## config.mk

```make
export PLATFORM = sky130hd
export DESIGN_NAME = traffic_generator
export DESIGN_NICKNAME = d
export VERILOG_FILES = /design/src/rtl/traffic_generator.sv
export SDC_FILE = /design/constraint.sdc
export NUM_CORES = 1
export LEC_CHECK = 0
export BUFFER_PORTS_ARGS = -buffer_cell sky130_fd_sc_hd__buf_2
export CAP_MARGIN = 40
export CORE_MARGIN = 2
export CORE_UTILIZATION = 55
export CTS_BUF_LIST = sky130_fd_sc_hd__clkbuf_8
export DETAILED_ROUTE_END_ITERATION = 8
export PLACE_DENSITY = 0.91
export RECOVER_POWER = 50
export SYNTH_ARGS = -nofsm -noshare
export SYNTH_HDL_FRONTEND = slang
export SYNTH_SLANG_ARGS = --single-unit
```

## constraint.sdc

```tcl
create_clock -name clk -period 3.2 [get_ports clk]
set_clock_uncertainty 0.05 [all_clocks]
set_input_delay 0.8 -clock clk [delete_from_list [all_inputs] [get_ports clk]]
set_output_delay 0.8 -clock clk [all_outputs]
set_load 0.1 [all_outputs]
```

## src/rtl/traffic_generator.sv

```systemverilog
// ---------------------------------------------------------------------------
// traffic_generator
// Packet source for one mesh node. It injects NumPackets packets into the
// router Local input port. Each request waits InjectionGap idle cycles after
// the previous grant, and no request starts while the router buffer is full.
// The destination is either the fixed DestID or a pseudo-random node taken
// from a 4-bit LFSR. A random destination that equals the node's own ID is
// replaced, so the generator never sends a packet to itself.
//
// Packet layout: [31:22] zero, [21:16] destination, [15:6] PacketID,
//                [5:0] ModuleID
//
// Ports
//   clk         : clock, all state updates on the rising edge
//   reset       : asynchronous active-low reset
//   PacketOut   : packet presented to the router Local input
//   ReqDnStr    : request to the router to accept PacketOut
//   GntDnStr    : grant from the router (packet accepted)
//   DnStrFull   : router Local input buffer full
//   Done        : all packets have been sent
//   PacketsSent : number of granted packets
//
// state    | meaning
// ---------+-----------------------------------------------------------
// WAIT_GAP | counting idle cycles; issues the next request when allowed
// REQUEST  | ReqDnStr high, PacketOut held until the router grants
// DONE     | all packets sent; idle until reset
// ---------------------------------------------------------------------------
module traffic_generator #(
   parameter logic [5:0] ModuleID     = 6'b000_000,
   parameter int         dataWidth    = 32,
   parameter int         dim          = 4,
   parameter int         NumPackets   = 16,
   parameter int         InjectionGap = 4,
   parameter int         TrafficMode  = 0,
   parameter logic [5:0] DestID       = 6'b001_001,
   parameter logic [3:0] LfsrSeed     = 4'b1001
) (
   input  logic                 clk,
   input  logic                 reset,
   output logic [dataWidth-1:0] PacketOut,
   output logic                 ReqDnStr,
   input  logic                 GntDnStr,
   input  logic                 DnStrFull,
   output logic                 Done,
   output logic [15:0]          PacketsSent
);

   // One coordinate field of a node ID is wide enough for dim rows plus a
   // spare bit. For dim=4 this gives the 3-bit x/y fields of the packet.
   localparam int CoordW = $clog2(dim) + 1;
   localparam int IdW    = 2 * CoordW;
   localparam int FieldW = IdW + 10 + 6;

   localparam logic [1:0]  WAIT_GAP = 2'd0;
   localparam logic [1:0]  REQUEST  = 2'd1;
   localparam logic [1:0]  DONE     = 2'd2;

   localparam logic [15:0] NumPkt   = 16'(NumPackets);
   localparam logic [7:0]  GapLimit = 8'(InjectionGap);

   logic [1:0]        state;
   logic [7:0]        gapCnt;
   logic [9:0]        packetId;
   logic [3:0]        lfsr;
   logic [3:0]        lfsrNext;
   logic [3:0]        nodeAlt;
   logic [IdW-1:0]    rndDest;
   logic [IdW-1:0]    nextDest;
   logic [FieldW-1:0] packetFields;

   // x^4 + x^3 + 1 Fibonacci LFSR. With a nonzero seed it never reaches 0.
   assign lfsrNext = {lfsr[2:0], lfsr[3] ^ lfsr[2]};

   // The random node n maps to x = n[1:0] and y = n[3:2]. If that node is
   // our own ID, the neighbouring node n^1 is used instead.
   always_comb begin
      nodeAlt = lfsr ^ 4'b0001;
      rndDest = {1'b0, lfsr[1:0], 1'b0, lfsr[3:2]};
      if (rndDest == ModuleID) begin
         rndDest = {1'b0, nodeAlt[1:0], 1'b0, nodeAlt[3:2]};
      end
      if (TrafficMode == 1) begin
         nextDest = rndDest;
      end else begin
         nextDest = DestID;
      end
      packetFields = {nextDest, packetId, ModuleID};
   end

   always_ff @(posedge clk or negedge reset) begin
      if (!reset) begin
         PacketOut   <= '0;
         ReqDnStr    <= 1'b0;
         Done        <= 1'b0;
         PacketsSent <= '0;
         packetId    <= '0;
         gapCnt      <= '0;
         lfsr        <= LfsrSeed;
         state       <= WAIT_GAP;
      end else begin
         case (state)
            WAIT_GAP: begin
               if (PacketsSent == NumPkt) begin
                  Done  <= 1'b1;
                  state <= DONE;
               end else if ((gapCnt >= GapLimit) && !DnStrFull) begin
                  PacketOut <= {{(dataWidth - FieldW){1'b0}}, packetFields};
                  ReqDnStr  <= 1'b1;
                  state     <= REQUEST;
               end else if (gapCnt != 8'hFF) begin
                  gapCnt <= gapCnt + 8'd1;
               end
            end
            REQUEST: begin
               // Once a request is raised it stays up, even if the buffer
               // reports full again, until the router grants it.
               if (GntDnStr) begin
                  ReqDnStr    <= 1'b0;
                  packetId    <= packetId + 10'd1;
                  PacketsSent <= PacketsSent + 16'd1;
                  gapCnt      <= '0;
                  lfsr        <= lfsrNext;
                  state       <= WAIT_GAP;
               end
            end
            DONE: begin
               ReqDnStr <= 1'b0;
               Done     <= 1'b1;
            end
            default: begin
               state <= WAIT_GAP;
            end
         endcase
      end
   end

endmodule

```

=== Yosys cells after proc, flatten, opt, wreduce, memory -nomap -nowiden ===
Index checks and enable logic that the tools add are counted.

* $add $sub $neg: 3
* Order comparisons: 1
* Eq/ne operators: 11
* Multiplexer cells: 15
* Bitwise gates (word level): 2
* Reductions and logical operators: 12

{| class="wikitable"
|+ Operators by type and width
! operator !! number
|-
| 2-to-1 mux 8 bit || 4
|-
| adder 16 x 1 -> 16 bit, second input constant || 1
|-
| == test 16 x 5 -> 1 bit, second input constant || 1
|-
| case mux 8 bit (2 select lines) || 1
|-
| inequality test 2 bit, second input constant || 6
|-
| adder 10 x 1 -> 10 bit, second input constant || 1
|-
| adder 8 x 1 -> 8 bit, second input constant || 1
|-
| greater-or-equal comparator 8 x 3 -> 1 bit, second input constant || 1
|-
| inequality test 8 bit, second input constant || 1
|-
| 2-to-1 mux 2 bit || 3
|-
| case mux 2 bit (3 select lines) || 1
|-
| AND reduction 3 bit || 2
|-
| AND reduction 5 bit || 1
|-
| 2-to-1 mux 1 bit || 4
|-
| AND reduction 2 bit || 2
|-
| AND reduction 4 bit || 1
|-
| nonzero test 2 bit || 2
|-
| inequality test 3 bit, second input constant || 1
|-
| case mux 1 bit (3 select lines) || 1
|-
| nonzero test 3 bit || 1
|-
| == test 2 x 1 -> 1 bit, second input constant || 1
|-
| == test 2 bit, second input constant || 1
|-
| zero test 2 bit || 1
|-
| NOT 1 bit || 2
|-
| 3 further kinds || 3
|}

* Register bits after elaboration: 49
* Input bits: 4

=== Logic depth before layout (Yosys ltp) ===
* Depth in word-level cells: 5
* Mapped depth: 9
* Mapped depth without buffers: 7

=== Least setup slack after synthesis ===
No wires, ideal clock.

* Kind: reg-to-reg
* Start: reg PacketsSent[0]
* End: reg PacketOut[10]
* Library setup time: 0.126 ns
* Arrival time: 2.661 ns
* Data required time: 3.024 ns
* Slack: 0.363 ns
* Stages on the path, launching flop included: 8
* Period minus slack after synthesis: 2.837 ns
* Cell sequence: dfrtp_1 > inv_1 > ha_1 > or4b_4 > or4_4 > nand3_2 > buf_6 > mux2_2

* Word-level cells in the longest chain between the ends: 3

{| class="wikitable"
|+ RTL lines
! item !! RTL line !! text
|-
| start: declaration || 46 || <nowiki>output logic [15:0] PacketsSent</nowiki>
|-
| start signal: assignment || 121 || <nowiki>PacketsSent <= PacketsSent + 16'd1;</nowiki>
|-
| == test 16 x 5 -> 1 bit || 104 || <nowiki>if (PacketsSent == NumPkt) begin</nowiki>
|-
| NOT 1 bit (no source line) || -- ||
|-
| AND reduction 3 bit (no source line) || -- ||
|-
| end signal: assignment || 108 || <nowiki>PacketOut <= {{(dataWidth - FieldW){1'b0}}, packetFields};</nowiki>
|-
| end: declaration || 41 || <nowiki>output logic [dataWidth-1:0] PacketOut,</nowiki>
|}

No other way between the ends.
A chain may end at the register's enable or synchronous reset.

=== Worst setup path after layout ===
* Start: reg PacketsSent[0]
* End: reg PacketOut[14]

The elaborated chain is that of the path after synthesis.

==> impl_metrics.yaml <==
worst_hold_path:
  holdCritPathClass: "flop to flop"
  worstHoldPathCells: 1
  hold_end: "PacketOut[16]"
  hp-start: "PacketOut[16]"
pwr:
  powerDensity_nw_per_um2: 952
  p_int_mw: 1.28
  switchingPower_mw: 1.31
  power_frac_comb_pct: 48.7
  switching_share_pct: 50.6
  peakVddDrop_mv: 0.679
  p_clk_share_pct: 16.9
  leakagePower_nw: 1.33
  seq_power_share_pct: 34.4
synth:
  synth-edff-count: 0
  synth.avg_cell_area_um2: 10.8
  synth-async-reset-ratio_pct: 100
  syn-cell-area_um2: 2490
  yosysWarnings: 0
  ys_ff_latch: 49
  synth-main-ff-cell: "dfrtp_1"
  synthCells: 231
  synth.distinct_cells: 39
  ys_seq_area_share_pct: 49.3
critical_path:
  critPathMaxFanout: 12
  crit_arrival_ns: 2.62
  worstSetupPathType: "flop to flop"
  cpLargestDelayFamily: "simple AND/OR/NAND/NOR gates"
  crit_slowest_cell: "or4_4"
  critPathLaunchType: "flop"
  worstReg2RegEnd: "PacketOut[14]"
  cp_slowest_stage_delay_ns: 0.53
  reg2reg_setup_slack_ns: 0.71
  r2r-start: "PacketsSent[0]"
  rr_worst_depth: 6
  path_cells: "inv_1 > ha_1 > or4b_1 > or4_4 > nand3_2 > mux2_2"
  cp_num_buf_inv: 1
  required_ns: 3.33
  end_kind: "flop"
place:
  placed_cells: 312
  dp_hpwl_um: 3210
  io_buffers: 33
  gp_congestion: 0.862
timing:
  hold_viol_final: 0
  worst_pin_slew_ns: 1.39
  fin_setup_tns_ns: 0
  final_max_slew_viol_count: 0
  setup_violations: 0
  timing.slew.headroom_pct: 7.03
  max_freq_mhz: 402
  rsz0062_at_grt: "no"
  fin_crit_ns: 2.49
  min_period_over_period_pct: 77.8
clocking:
  cts.path.max_buffers: 2
  cts.sinks: 49
  cts_setup_buffers: 0
  cts_buffers: 5
  ctsHoldBuffers: 0
  cts_tree: "yes"
  cts_resized: 0
  path_clk_slew_ns: 0.09
  clkLatencyLatePin_ns: 0.30
  cts_root_buffer: "clkbuf_8"
  htree_levels: 2
floorplan:
  rows: 24
  die_w_um: 71.3
  chipHeight_um: 71.3
  ios: 54
  fp.dieArea_um2: 5080
  core_area_um2: 4350
  start_util_pct: 57.2
routing:
  wire_per_inst_um: 13.9
  drc: 0
  drtIter0Drc: 96
  dr.pass1.iters: 4
  postRouteAntennaNets: 0
  vias: 1725
  avgViaCountPerCell: 5.39
  drt-total-wl_um: 4440
global_route:
  top_usage_layer: "met2"
  antenna_found_initial: 0
  grt_use_met2_pct: 30.6
  grt_pass1_wl_um: 7600
  overflow: 0
  grt_pass1_vias: 1616
  grt.met1_usage_pct: 25.5
  grt_max_degree: 28
  grt_util_all_layers_pct: 18.9
  use_met3_pct: 4.78
finish:
  stdcell_count: 320
  nets: 279
  syn2layout_area_growth_pct: 9.00
  nFillCells: 367
  mostFrequentLayoutCell: "dfrtp_1"
  most-common-layout-cells: "49 x dfrtp_1, 25 x buf_2, 21 x nand2_1"
  drive_above_1_share_pct: 19.0
  n_antenna_cell: 0
flow_run:
  cap_violations: 0
run_status:
  status: "finished clean"
-- worst register-to-register path, cell delays in order, from the launching register on --
cell and delay, ns:
dfrtp_1 0.43, inv_1 0.11, ha_1 0.14, or4b_1 0.45, or4_4 0.53, nand3_2 0.27, mux2_2 0.39
-- cell families after synthesis --
family                   synth area share (%)
adder cells (fa/ha/maj)                  4.02
AND/OR/NAND/NOR                          16.5
multiplexers                             4.98
buffers and inverters                    8.60
flip-flops                               49.3
XOR/XNOR                                 8.45
other                                   0.151
AO/OA/AOI/OAI                            7.99
-- registers in the layout (all words and copies together), names as in the netlist --
register	flops
packetId	10
Done	1
state	2
PacketsSent	16
ReqDnStr	1
gapCnt	8
PacketOut	11
-- worst max-delay path by stage --
stage,start,end,slack [ns],depth (start not counted)
2_1_floorplan,PacketsSent[0],PacketOut[10],0.36,7
3_3_place_gp,PacketsSent[0],PacketOut[10],0.80,6
3_5_place_dp,PacketsSent[0],PacketOut[14],0.73,6
4_1_cts,PacketsSent[0],PacketOut[14],0.71,6
5_1_grt,state[1],packetId[7],0.62,7
6_report,PacketsSent[0],PacketOut[14],0.71,6
-- power groups by stage --
stage | logic [mW] | clock network [mW] | registers (mW)
3_5_place_dp | 1.27 | 0 | 0.897
2_1_floorplan | 0.604 | 0 | 1.38
6_report | 1.26 | 0.435 | 0.889
3_3_place_gp | 1.24 | 0 | 0.890
4_1_cts | 1.27 | 0.445 | 0.887
5_1_grt | 1.34 | 0.469 | 0.911
-- layout make-up --
class	count	area, um2	area share (%)
well taps	52	65.1	2.40
repair buffers	34	160	5.90
clock buffers	5	68.8	2.54
multi-input cells	168	1120	41.1
flip-flops and latches	49	1230	45.2
clock inverters	3	42.5	1.57
inverters	9	33.8	1.25
-- cells in the mapped netlist (2+ instances only) --
| master | n | share of area, % |
|---|---|---|
| dfrtp_1 | 49 | 49 |
| buf_4 | 22 | 6.6 |
| nand2_1 | 21 | 3.2 |
| nor2_1 | 16 | 2.4 |
| xnor2_1 | 16 | 5.6 |
| mux2_2 | 11 | 5.0 |
| inv_1 | 9 | 1.4 |
| ha_1 | 8 | 4.0 |
| nand3_1 | 8 | 1.6 |
| o31ai_1 | 8 | 2.4 |
| xor2_1 | 8 | 2.8 |
| o21ai_0 | 7 | 1.4 |
| nand4_1 | 6 | 1.5 |
| and3_1 | 5 | 1.3 |
| a21oi_1 | 4 | 0.80 |
| nand2b_1 | 3 | 0.75 |
| nor3_1 | 3 | 0.60 |
| o21a_1 | 2 | 0.60 |
| o21ai_1 | 2 | 0.40 |
| o41ai_1 | 2 | 0.70 |
| or2_2 | 2 | 0.50 |
| or4b_4 | 2 | 1.1 |
-- routing by layer --
| layer | routed length [um] | vias up |
|---|---|---|
| met5 | 0 | - |
| met4 | 25 | 0 |
| met3 | 185 | 2 |
| met2 | 2230 | 46 |
| met1 | 1990 | 850 |
| li1 | - | 827 |
-- metrics by stage --
step / setup slack (ns) / cell area (um2) / hold WS (ns) / total power [mW] / util [%]
3_5_place_dp: 0.728 / 2620 / 0.415 / 2.17 / 60.1
6_report: 0.710 / 2710 / 0.430 / 2.58 / 62.3
2_1_floorplan: 0.363 / 2560 / 0.388 / 1.98 / -
3_3_place_gp: 0.798 / 2620 / 0.405 / 2.13 / 60.1
5_1_grt: 0.619 / 2710 / 0.446 / 2.72 / 62.3
4_1_cts: 0.708 / 2730 / 0.439 / 2.61 / 62.7
(Power assumes the default switching activity.)
